==> config.mk <==
export PLATFORM = sky130hd
export DESIGN_NAME = dmem_arbiter
export DESIGN_NICKNAME = d
export VERILOG_FILES = /design/src/rtl/dmem_arbiter.sv
export SDC_FILE = /design/constraint.sdc
export NUM_CORES = 1
export LEC_CHECK = 0
export BUFFER_PORTS_ARGS = -buffer_cell sky130_fd_sc_hd__buf_4
export CORE_ASPECT_RATIO = 0.75
export CORE_MARGIN = 8
export CORE_UTILIZATION = 25
export CTS_BUF_LIST = sky130_fd_sc_hd__clkbuf_4
export DETAILED_ROUTE_END_ITERATION = 10
export PLACE_DENSITY = 0.6
export REMOVE_ABC_BUFFERS = 1
export SYNTH_ARGS = -nofsm -noshare
export SYNTH_HDL_FRONTEND = slang
export SYNTH_SLANG_ARGS = --single-unit
==> constraint.sdc <==
create_clock -name clk -period 2.3 [get_ports clk]
set_input_delay 0.46 -clock clk [delete_from_list [all_inputs] [get_ports clk]]
set_output_delay 0.46 -clock clk [all_outputs]
set_load 0.005 [all_outputs]
==> src/rtl/dmem_arbiter.sv <==
// Round-robin arbiter and fixed 3-cycle sequencer sharing one single-port data memory
// between the pipeline MEM stage (port 0) and a loader/debug master (port 1).
//
// Handshake: a requester holds pN_req high with stable fields until pN_ack pulses
// for one cycle, and drops or replaces the request in the cycle after the ack.
// pN_err and pN_data_o are valid with the ack. pN_data_o then holds until that
// port's next ack.
//
// dbg_state encoding: 0 = IDLE, 1 = ACCESS, 2 = COMPLETE.
module dmem_arbiter #(
  parameter int ADDR_W = 5,
  parameter int DATA_W = 32
) (
  input  logic              clk,
  input  logic              rst,
  input  logic              p0_req,
  input  logic              p0_dmem,
  input  logic [31:0]       p0_addr,
  input  logic [DATA_W-1:0] p0_data_w,
  input  logic              p1_req,
  input  logic              p1_dmem,
  input  logic [31:0]       p1_addr,
  input  logic [DATA_W-1:0] p1_data_w,
  output logic              p0_ack,
  output logic              p0_err,
  output logic [DATA_W-1:0] p0_data_o,
  output logic              p1_ack,
  output logic              p1_err,
  output logic [DATA_W-1:0] p1_data_o,
  output logic              mem_dmem,
  output logic [31:0]       mem_addr,
  output logic [DATA_W-1:0] mem_data_w,
  input  logic [DATA_W-1:0] mem_data_i,
  output logic              busy,
  output logic [1:0]        dbg_state
);

  typedef enum logic [1:0] {
    ST_IDLE     = 2'd0,
    ST_ACCESS   = 2'd1,
    ST_COMPLETE = 2'd2
  } state_e;

  state_e            state_q, state_d;
  logic              ptr_q, ptr_d;
  logic              gnt_q, gnt_d;
  logic              rd_q, rd_d;
  logic              rerr_q, rerr_d;
  logic [1:0]        ack_q, ack_d;
  logic [1:0]        err_q, err_d;
  logic [DATA_W-1:0] data0_q, data0_d;
  logic [DATA_W-1:0] data1_q, data1_d;
  logic              mem_dmem_q, mem_dmem_d;
  logic [31:0]       mem_addr_q, mem_addr_d;
  logic [DATA_W-1:0] mem_data_w_q, mem_data_w_d;

  logic              el0, el1, sel;
  logic              sel_dmem, sel_err;
  logic [31:0]       sel_addr;
  logic [DATA_W-1:0] sel_data;

  always_comb begin
    // A port whose ack is showing this cycle is finishing, not asking again.
    el0      = p0_req & ~ack_q[0];
    el1      = p1_req & ~ack_q[1];
    sel      = (el0 & el1) ? ptr_q : el1;
    sel_dmem = sel ? p1_dmem   : p0_dmem;
    sel_addr = sel ? p1_addr   : p0_addr;
    sel_data = sel ? p1_data_w : p0_data_w;
    sel_err  = (sel_addr >> ADDR_W) != 32'd0;

    state_d      = state_q;
    ptr_d        = ptr_q;
    gnt_d        = gnt_q;
    rd_d         = rd_q;
    rerr_d       = rerr_q;
    ack_d        = 2'b00;
    err_d        = 2'b00;
    data0_d      = data0_q;
    data1_d      = data1_q;
    mem_dmem_d   = 1'b1;
    mem_addr_d   = mem_addr_q;
    mem_data_w_d = mem_data_w_q;

    case (state_q)
      ST_IDLE: begin
        if (el0 | el1) begin
          state_d      = ST_ACCESS;
          gnt_d        = sel;
          ptr_d        = ~sel;
          rd_d         = sel_dmem & ~sel_err;
          rerr_d       = sel_err;
          // An out-of-range access is turned into a harmless read of word 0.
          mem_dmem_d   = sel_dmem | sel_err;
          mem_addr_d   = sel_err ? 32'd0 : sel_addr;
          mem_data_w_d = sel_data;
        end
      end
      ST_ACCESS: begin
        state_d = ST_COMPLETE;
      end
      ST_COMPLETE: begin
        state_d      = ST_IDLE;
        ack_d[gnt_q] = 1'b1;
        err_d[gnt_q] = rerr_q;
        if (rerr_q || rd_q) begin
          if (gnt_q) data1_d = rerr_q ? '0 : mem_data_i;
          else       data0_d = rerr_q ? '0 : mem_data_i;
        end
      end
      default: begin
        state_d = ST_IDLE;
      end
    endcase
  end

  always_ff @(posedge clk) begin
    if (rst) begin
      state_q      <= ST_IDLE;
      ptr_q        <= 1'b0;
      gnt_q        <= 1'b0;
      rd_q         <= 1'b0;
      rerr_q       <= 1'b0;
      ack_q        <= 2'b00;
      err_q        <= 2'b00;
      data0_q      <= '0;
      data1_q      <= '0;
      mem_dmem_q   <= 1'b1;
      mem_addr_q   <= 32'd0;
      mem_data_w_q <= '0;
    end else begin
      state_q      <= state_d;
      ptr_q        <= ptr_d;
      gnt_q        <= gnt_d;
      rd_q         <= rd_d;
      rerr_q       <= rerr_d;
      ack_q        <= ack_d;
      err_q        <= err_d;
      data0_q      <= data0_d;
      data1_q      <= data1_d;
      mem_dmem_q   <= mem_dmem_d;
      mem_addr_q   <= mem_addr_d;
      mem_data_w_q <= mem_data_w_d;
    end
  end

  assign p0_ack     = ack_q[0];
  assign p1_ack     = ack_q[1];
  assign p0_err     = err_q[0];
  assign p1_err     = err_q[1];
  assign p0_data_o  = data0_q;
  assign p1_data_o  = data1_q;
  assign mem_dmem   = mem_dmem_q;
  assign mem_addr   = mem_addr_q;
  assign mem_data_w = mem_data_w_q;
  assign busy       = (state_q != ST_IDLE);
  assign dbg_state  = state_q;

endmodule
==> results of run 1 <==
cells in the mapped netlist (5+ instances only):
| cell | instances |
|---|---|
| dfxtp_1 | 139 |
| nand2_1 | 130 |
| a21oi_1 | 68 |
| nor2_1 | 34 |
| mux2i_1 | 33 |
| nor2b_1 | 33 |
| a211oi_1 | 32 |
| clkbuf_1 | 31 |
| and3_1 | 30 |
| nand3_1 | 15 |
| nor4_1 | 12 |
| buf_2 | 11 |
| o21ai_0 | 6 |
| o31ai_2 | 6 |
| a21o_1 | 5 |
| buf_1 | 5 |
| nor3_1 | 5 |
power breakdown:
group          switching [W]  internal (W)
clock network        0.00108      0.000708
logic               0.000377      0.000432
registers          0.0000545       0.00250
worst max-delay path: stages, from the launching register on:
cell	delay, ns
dfxtp_1	0.45
or2_0	0.37
buf_4	0.19
registers in the layout, summed over array words and instances, names as in the netlist:
register and cells:
mem_addr 32, mem_data_w 32, p0_data_o 32, p1_data_o 32
ack_q 2, dbg_state 2, err_q 2, gnt_q 1
mem_dmem 1, ptr_q 1, rd_q 1, rerr_q 1
worst min path at each step:
stage                          to  cells past startpoint  slack, ns           from
floorplan            p0_data_o[0]                      2       0.45   p0_data_o[0]
global placement    p1_data_o[22]                      2       0.44  p1_data_o[22]
detailed placement  p1_data_o[22]                      2       0.45  p1_data_o[22]
global route         p1_data_o[0]                      2       0.14            rst
CTS                 p1_data_o[12]                      2       0.14            rst
finish              p1_data_o[12]                      2       0.21            rst
routing by layer:
| metal | GRT usage (%) | vias up | wire length [um] |
|---|---|---|---|
| li1 | - | 2695 | - |
| met1 | 16.79 | 2400 | 8448 |
| met2 | 23.11 | 189 | 9051 |
| met3 | 7.038 | 11 | 2082 |
| met4 | 3.376 | 0 | 138 |
| met5 | 0 | - | 0 |
cell families (layout without fill, tap and decap cells):
| group | Yosys count | in the layout | synth area share (%) |
|---|---|---|---|
| buffers and inverters | 51 | 345 | 3.989 |
| other | 0 | 1 | 0 |
| AND/OR/NAND/NOR | 275 | 275 | 24.10 |
| AO/OA/AOI/OAI | 123 | 123 | 14.34 |
| flip-flops | 139 | 139 | 51.28 |
| multiplexers | 34 | 34 | 6.295 |
area by class of cell:
class	count	area, um^2	area share, %
Clock buffer	17	127.6	1.538
Clock inverter	15	196.4	2.368
Inverter	1	3.754	0.04524
Antenna cell	1	2.502	0.03016
Tap cell	288	360.3	4.343
Multi-Input combinational cell	432	2444	29.45
Sequential cell	139	2783	33.54
Timing Repair Buffer	312	2380	28.68
stage by stage:
stage,setup TNS (ns),worst slack (ns)
finish,0,0.3087
global route,0,0.1567
CTS,0,0.2206
detailed placement,0,0.4100
global placement,0,0.4646
floorplan,-56.04,-1.143
==> results.md, run 1 <==
- The fraction of registers with async set/reset is 0%.
- Before antenna repair, the detailed router went through 4 iterations.
- Derived from the worst setup path, the maximum achievable clock frequency is 502.2 MHz.
- The maximum net fanout on the critical path is 5.
- The clock passes through at most 2 buffers.
- In the post-synthesis netlist, the biggest area contributors are dfxtp_1 (51%), nand2_1 (9.0%), a21oi_1 (6.3%), mux2i_1 (6.1%), a211oi_1 (4.4%).
- The worst register-to-register path ends at mem_addr[2].
- Synthesis handed over a netlist of 622 instances.
- In this run the static leakage power is 3.664 nW.
- The flow ran to the end, and the final reports show no timing, DRC or antenna violations.
- The floorplan has 46 rows.
- The number of global-route vias before repair came to 5409.
- The TritonCTS sink count is 139.
- The worst path in the final design needs a cycle of 1.991 ns, including I/O delays and setup.
- The mean instance size in the synthesized netlist is 8.724 um^2.
- TritonCTS built the clock tree.
- The final standard cell utilization of the core is 39.07%.
- Synthesis inferred 139 register bits.
- The setup violation total in the final timing report is 0.
- The final routed wirelength across all metal layers is 19720 um.
- The post-route netlist has 39.41% of its cells at a drive strength greater than 1.
- The worst slew margin relative to its limit is 64.33%.
- The share of Yosys cell area claimed by the top area cell type is 51.28%.
- The net count of the finished layout is 1069.
- The count of routing violations after the opening detailed-route iteration is 199.
- The startpoint kind of the worst setup timing path is a register.
- Summing all non-filler instances in the final layout gives an area of 8297 um^2.
- Across the run, the number of max-cap violations was 0.
- The worst clock skew is 0.02089 ns.
- The warning count from the yosys run is 0.
- The final estimated routing congestion in global placement is 0.7601.
- In the routed design, unresolved DRC markers number 0.
- Across the VDD grid, the largest voltage drop is 260.0 uV.
- Clock-pin slew was measured on the worst setup and hold paths at 0.15 ns.
- Yosys mapped the design onto 38 distinct sky130hd cell types.
- After clock tree synthesis, the flow added hold-fix buffers numbering 0.
- The nature of the critical path endpoint is an output pin.
- The count of pins over their slew limit is 0.
- The die outline width is 186.1 um.
- The total congestion overflow after global routing is 0.
- The detail route stage leaves a number of antenna-violating nets equal to 0.
- The sequential area share after synthesis is 51.28%.
- The clock network latency to the later pin of the worst-skew pair is 0.55 ns.
- The area overhead of the layout relative to synthesis is 52.89%.
- The source of the worst register-to-register timing path is dbg_state[0].
- The first-pass GRT wire length is 29730 um.
- Once placement finished, the instance area stood at 7970 um^2.
- The count of instances resized after the clock tree is built is 0.
- Leaving out fill and tap cells, the most frequent cell in the layout is buf_4.
- Excluding fillers, the count of instances in the completed layout stands at 1205.
- The commonest register cell after synthesis is dfxtp_1.
- The number of filler instances in the final layout is 2200.
- The total power density per cell area is 621.0 nW/um^2.
- The class of the tightest hold or removal check is in2reg.
- The critical path ends at busy.
- Setup repair after global routing left no endpoint under its margin.
- The initial utilization of the core area, before any placement, comes to 25.55%.
- The die covers 26730 um^2.
- The clock root buffer is clkbuf_4.
- Counting flops with a built-in enable in the synthesized netlist gives 0.
- The area of the core region is 21240 um^2.
- From bottom edge to top edge, the die measures 143.6 um.
- The pin count of the biggest net entering global routing is 66.
- The detail-routed net length per standard cell is 16.37 um.
- The number of antenna violations at the first check in global routing is 1.
- The transition time of the tightest slew-check pin is 0.5327 ns.
- The number of buffers inserted to repair setup after CTS is 0.
- The critical path in this run is classified as reg2out.
- The number of vias after detailed routing is 5295.
- The placed instance count is 1172.
- In the routed layout, each cell is associated on average with a via count of 4.394.
- The critical path startpoint is dbg_state[1].
- Power comes to 0.005152 W.
- The data required time of the worst path is 1.84 ns.
- Setup slack on the worst reg-to-reg path comes out at 0.51 ns.
- The mapped netlist covers 5426 um^2.
- Hold is met by 0.2098 ns.
- Buffers placed on the I/O ports in this run total 301.
- The cell taking the most area after synthesis is dfxtp_1.
- The hold violation count in the final report is 0.
- Of the available clock period, the critical path in the final layout requires 86.58%.
- The sum of net half-perimeters after detailed placement is 14800 um.
- The library cells used most frequently in the layout, excluding fill and tap cells, are buf_4 (309), dfxtp_1 (139), nand2_1 (130).
- The overall track demand over capacity in global routing is 14.31%.
- Data arrives at the worst endpoint at 1.53 ns.
- TritonCTS created 17 clock buffers.
- The number of top-level design ports is 302.
- The H-tree was split into 4 levels.
- The logic depth of the worst register-to-register path is 4.
(Power assumes the default switching activity.)
==> inputs of run 2 (changes only) <==
GPL_ROUTABILITY_DRIVEN = 0   (was unset)
PLACE_DENSITY = 0.62   (was 0.6)
clock period = 1.8 ns   (was 2.3 ns; I/O delays follow)
==> run 2 against run 1 <==
Compared with the run above: total power rose by 23%; global-route usage rose by 1.2 points; register-to-register slack got worse by 0.36 ns; non-clock buffer count rose by 9; sequential cell count did not move; cell count rose by 0.75%; clock power rose by 11%; via count rose by 1.4%; core utilization rose by 0.25 points; critical path type is now reg2reg; count of clock-buffer cells in the layout did not move.
==> results.md, run 2 (synthesis results as in run 1) <==
- The largest voltage drop on the vdd net is 297.9 uV.
- The deepest clock path buffer count is 2.
- Of all nets on the critical path, the largest fanout is 7.
- The family of cells with the greatest summed delay on the critical path is simple AND/OR/NAND/NOR gates.
- The nature of the critical path endpoint is a register.
- The final routed wirelength across all metal layers is 20960 um.
- In this run the worst hold path is classified as in2reg.
- The area overhead of the layout relative to synthesis is 53.86%.
- The startpoint of the lowest-slack hold path is rst.
- The detailed-route DRC error count is 0.
- After global routing the overflow that remains totals 0.
- In this run, placement finished with an instance count of 1181.
- In the post-route analysis, the smallest setup slack over all paths is 0.1533 ns.
- The count of routing violations after the opening detailed-route iteration is 232.
- The leading cell type in the layout, fill and taps excluded is buf_4.
- The H-tree generated during clock tree synthesis spans 4 levels.
- The initial standard-cell utilization of the core is 25.55%.
- After routing the design area is 8349 um^2.
- After the flow finishes, the layout carries non-filler instances totaling 1214.
- The data required time of the worst path is 2.21 ns.
- The clock transition at the registers of the reported paths is 0.12 ns.
- The number of vias after detailed routing is 5368.
- Global routing consumed, over all layers together, 15.53% of the routing resources.
- The startpoint identified for the worst register-to-register timing path is ptr_q.
- Cells fill 39.31% of the core in the end.
- The reported max-cap violation count is 0.
- The sum of net half-perimeters after detailed placement is 15990 um.
- The category of the most critical setup path is reg2reg.
- The number of antenna violations at the first check in global routing is 1.
- The internal power of the cells is 0.004482 W.
- The total power density per cell area is 758.3 nW/um^2.
- The die covers 26730 um^2.
- The achievable frequency is 607.3 MHz.
- In the layout the commonest cells are buf_4 (315), dfxtp_1 (139), nand2_1 (130).
- The vertical extent of the die is 143.6 um.
- The number of clock buffers added by TritonCTS is 17.
- The worst setup path is launched from a register.
- The signal on the critical path passes through or3b_1 -> and3_1 -> nor3_1 -> nand3_1.
- The per-cell via count in the routed design is 4.422.
- Of the cells placed in the final design, the portion with a size suffix greater than 1 is 39.68%.
- In this run the remaining antenna-violating nets after routing total 0.
- The pin count of the biggest net entering global routing is 67.
- The hold violation count in the final report was 0.
- The die outline width is 186.1 um.
- The TritonCTS sink count is 139.
- The tree is rooted in a clkbuf_4.
- The run finished with clean final reports.
- Measured against its own limit, the worst slew margin works out to 68.42%.
- In this run the static leakage power is 3.701 nW.
- The share of power burned in registers is 51.4%.
- For this run, the slowest stage of the critical path takes 0.49 ns.
- The first detailed-routing pass ran for 5 iterations.
- The share of total power dissipated in combinational logic is 17.1%.
- Dividing the detail-routed wire length by the instance count gives 17.27 um.
- At the later pin of the worst-skew pair, clock insertion delay measures 0.54 ns.
- The area of the core region is 21240 um^2.
- The first global-routing pass estimated 31880 um of wire.
- The setup check on the worst reg-to-reg path leaves a slack of 0.15 ns.
- The net switching power figure is 0.001850 W.
- The worst clock skew is 0.03498 ns.
- The destination of the worst register-to-register timing path is mem_dmem.
- The clock group share of total power is 31.4%.
- For this design the top-level I/O count stands at 302.
- The data arrival time of the critical path is 2.05 ns.
- TritonCTS built the clock tree.
- After filler insertion, the fill cell instance count of the layout stands at 2184.
- Setup repair after global routing left no endpoint under its margin.
- The area of combinational cells with multiple inputs is 2450 um^2.
- The row count is 46.
- The buffering stage count on the worst path with inverters included is 0.
- The transition time of the tightest slew-check pin is 0.4728 ns.
- Counting cells, the worst reg-to-reg path comes to 4.
- The worst hold endpoint is p0_data_o[1].
- The net count of the finished layout is 1078.
- The post-place setup slack is 0.02543 ns.
- The library cell contributing the largest single delay on the critical path is or3b_1.
- The count of buffers inserted at the top-level ports is 301.
- The post-route worst hold slack is 0.1345 ns.
- The number of cells on the worst hold path is 2.
- The placed standard-cell area is 8075 um^2.
- The count of pins over their slew limit is 0.
- The worst path in the final design needs a cycle of 1.647 ns, including I/O delays and setup.
- Setup violations remaining at the end of the flow were counted as 0.
- The post-route fraction of the period consumed by the critical path is 91.48%.
- In the final layout, flip-flops and latches occupy 2783 um^2.
- Net switching is 29.21% of the power.
- The number of global-route vias before repair is 5591.
==> run 2: area by class of cell <==
| cell class | count | share of cell area, % |
|---|---|---|
| Clock buffer | 17 | 1.529 |
| Tap cell | 288 | 4.316 |
| Clock inverter | 15 | 1.648 |
| Antenna cell | 1 | 0.02997 |
| Timing Repair Buffer | 321 | 29.76 |
| Sequential cell | 139 | 33.33 |
| Multi-Input combinational cell | 432 | 29.34 |
| Inverter | 1 | 0.04496 |
==> run 2: power groups by stage <==
stage	clock network, W	registers (W)	logic [W]
floorplan	0	0.00334	0.000393
global placement	0	0.00332	0.00109
detailed placement	0	0.00332	0.00110
CTS	0.00208	0.00326	0.00110
global route	0.00222	0.00327	0.00120
finish	0.00199	0.00326	0.00109
==> run 2: how the worst max path moves through the flow <==
stage / from / endpoint / slack [ns] / depth (start not counted)
detailed placement: p0_addr[5] / rd_q / 0.03 / 6
global placement: p0_addr[5] / mem_addr[1] / -0.03 / 6
CTS: dbg_state[0] / busy / 0.05 / 2
finish: ptr_q / mem_dmem / 0.15 / 4
floorplan: dbg_state[0] / rerr_q / -1.64 / 4
global route: dbg_state[1] / busy / 0.04 / 2
==> run 2: repair_timing <==
item,in CTS,in global routing
endpoints found under the setup margin,0,3
hold buffers,0,0
gates resized for setup,0,2
buffers inserted,0,0
==> run 2: per-stage QoR <==
step | total power (W) | setup TNS [ns]
2_1_floorplan | 0.003730 | -98.19
3_3_place_gp | 0.004410 | -0.1462
3_5_place_dp | 0.004417 | 0
4_1_cts | 0.006432 | 0
5_1_grt | 0.006688 | 0
6_report | 0.006332 | 0
==> run 2: metal layers <==
layer	track usage (%)	vias to the layer above	part of all wire [%]
li1	-	2706	-
met1	18.20	2437	41
met2	25.53	212	48
met3	6.660	13	10
met4	4.419	0	1.2
met5	0	-	0
==> inputs of run 3 (changes only) <==
==> constraint.sdc (replaced) <==
create_clock -name clk -period 1.8 [get_ports clk]
set_input_delay 0.45 -clock clk [delete_from_list [all_inputs] [get_ports clk]]
set_output_delay 0.45 -clock clk [all_outputs]
set_load 0.005 [all_outputs]
==> run 3 against run 2 <==
Compared with the run above: global-route usage is 0.35 points lower; critical path depth is 1 higher; non-clock buffer count is 4 higher; fmax is 3.3% lower; sequential cell count stayed put; routed wire length is 0.67% lower; sequential power hardly changed; worst setup slack worse by 0.057 ns; sequential share of layout area is 0.090 points lower; worst hold slack better by 0.10 ns; die area stayed put.
==> results.md, run 3 (synthesis results as in run 1) <==
- The post-route fraction of the period consumed by the critical path is 94.64%.
- In the routed design, unresolved DRC markers number 0.
- Setup violations remaining at the end of the flow were counted as 0.
- After legalization and detailed placement, the total HPWL measured 15840 um.
- The count of routing violations after the opening detailed-route iteration is 249.
- The worst-case IR drop observed on VDD is 323.8 uV.
- The clock root buffer is clkbuf_4.
- The vertical extent of the die is 143.6 um.
- The finished cells cover 8379 um^2.
- The total overflow left after global routing is 0.
- Wires add up to 20820 um.
- The clock drives 139 sinks.
- Before antenna repair, the detailed router went through 4 iterations.
- After routing, the total negative slack on setup checks comes to 0 ns.
- The overall track demand over capacity in global routing is 15.18%.
- The CTS buffer count is 17.
- Setup repair after global routing left no endpoint under its margin.
- For the worst setup path, the data arrival time is 2.15 ns.
- The worst register-to-register path has a depth of 5.
- Across the whole layout, storage elements account for 2785 um^2.
- The library cell used most frequently in the layout, excluding fill and tap cells, is buf_4.
- The worst pin sits at a relative slew slack of 66.49%.
- The clock arrives with 0.02553 ns of skew.
- The class of the tightest hold or removal check is in2reg.
- The number of cells on the worst hold path is 3.
- Using the TritonRoute via totals, the vias-per-cell ratio works out to 4.429.
- The number of filler instances in the final layout is 2155.
- The standby leakage power is 3.714 nW.
- The area overhead of the layout relative to synthesis is 54.42%.
- The deepest clock path buffer count is 2.
- The fraction of layout instances using a drive strength above 1 is 40.26%.
- The placed standard-cell area is 8090 um^2.
- The initial standard-cell utilization of the core is 25.55%.
- The first-pass GRT wire length is 30990 um.
- The pin count of the biggest net entering global routing is 67.
- The area of the core region is 21240 um^2.
- Leaving out fill and tap cells, the most frequent cells in the layout are buf_4 (319), dfxtp_1 (137), nand2_1 (130).
- The area of combinational cells with multiple inputs is 2446 um^2.
- The count of hold-fix buffers inserted at cts is 0.
- The run finished with clean final reports.
- The clock network latency to the later pin of the worst-skew pair is 0.54 ns.
- The number of global-route vias before repair was 5351.
- The count of buffers inserted at the top-level ports is 301.
- The floorplan step defined a die boundary enclosing 26730 um^2.
- The startpoint kind of the worst setup timing path is a register.
- Dividing the detail-routed wire length by the instance count gives 17.09 um.
- The number of antenna violations at the first check in global routing came to 1.
- The count of pins over their slew limit came to 0.
- TritonCTS built the clock tree.
- The row count is 46.
- The net count of the finished layout is 1082.
- The maximum net fanout on the critical path is 6.
- For this run, the top clock speed supported by timing is 587.0 MHz.
- Summing over every cut layer, the via total after detailed routing is 5395.
- The critical path is of the reg2reg type.
- The shortest period the worst path allows is 1.704 ns.
- The clock transition at the registers of the reported paths is 0.14 ns.
- Dividing total power by cell area gives a power density of 756.8 nW/um^2.
- In this run the count of I/O pins placed on the die edge is 302.
- The transition time of the tightest slew-check pin is 0.5016 ns.
- In this run the register-to-register setup slack is 0.1 ns.
- The count of antenna-violating nets left after detailed routing is 0.
- For the worst setup path, the data required time is 2.25 ns.
- The die outline width is 186.1 um.
- CTS built an H-tree with a depth of 4.
- STA classifies the critical path endpoint as a register.
- The hold violation count in the final report is 0.
- Across the run, the number of max-cap violations was 0.
## run 3: changes by cell type in the layout (fill, tap and decap cells not counted)
cell,delta
buf_4,+4
clkinv_2,-1
clkinv_4,-1
clkinvlp_4,+2
dfxtp_1,-2
dfxtp_2,+2
nor3b_2,+1
nor3b_4,-1
or2_1,-1
or2_4,+1
## run 3: repair_timing
| action | CTS | global route |
|---|---|---|
| endpoints found under the hold margin | 0 | 0 |
| pin swaps | 0 | 1 |
| gates resized for setup | 2 | 2 |
| setup buffers | 0 | 2 |
| endpoints found under the setup margin | 1 | 1 |
## run 3: report_power, final
group	total [W]	leakage (nW)	internal [W]	switching, W
logic	0.00110	2.45	0.000596	0.000506
registers	0.00326	1.13	0.00319	0.0000679
clock network	0.00198	0.136	0.000709	0.00128
total	0.00634	3.71	0.00449	0.00185
## run 3: worst max-delay path, stage by stage, from the launching register on
cell	delay (ns)
dfxtp_2	0.34
or2_4	0.25
buf_4	0.14
or3_4	0.38
o22a_4	0.28
o31ai_2	0.24
## run 3: worst paths after layout
check,from,endpoint
max,dbg_state[1],mem_addr[4]
min,p0_data_w[14],mem_data_w[14]
max reg2reg,dbg_state[1],mem_addr[4]
min reg2reg,p0_data_o[20],p0_data_o[20]
## run 3: metal layers
layer | part of all wire (%) | GRT usage [%] | vias to the layer above
li1 | - | - | 2714
met1 | 41 | 17.60 | 2465
met2 | 47 | 25.11 | 204
met3 | 10 | 6.736 | 12
met4 | 1.0 | 4.127 | 0
met5 | 0 | 0 | -
## run 3: area by class of cell
class,count,share of cell area (%)
multi-input cells,432,29.19
diodes,1,0.02986
well taps,288,4.300
inverters,1,0.04480
clock inverters,15,1.657
repair buffers,325,30.01
flip-flops and latches,139,33.24
clock buffers,17,1.523
## run 3: metrics by stage
step / instances / utilization (%) / power, W / hold slack (ns) / setup WS (ns)
3_3_place_gp: 1183 / 38.09 / 0.004418 / 0.4431 / -0.07499
6_report: 1218 / 39.45 / 0.006342 / 0.2379 / 0.09649
5_1_grt: 1218 / 39.45 / 0.006690 / 0.1721 / 0.009244
4_1_cts: 1215 / 39.36 / 0.006454 / 0.1658 / 0.01263
2_1_floorplan: 572 / - / 0.003730 / 0.4467 / -1.643
3_5_place_dp: 1183 / 38.09 / 0.004424 / 0.4469 / -0.09979
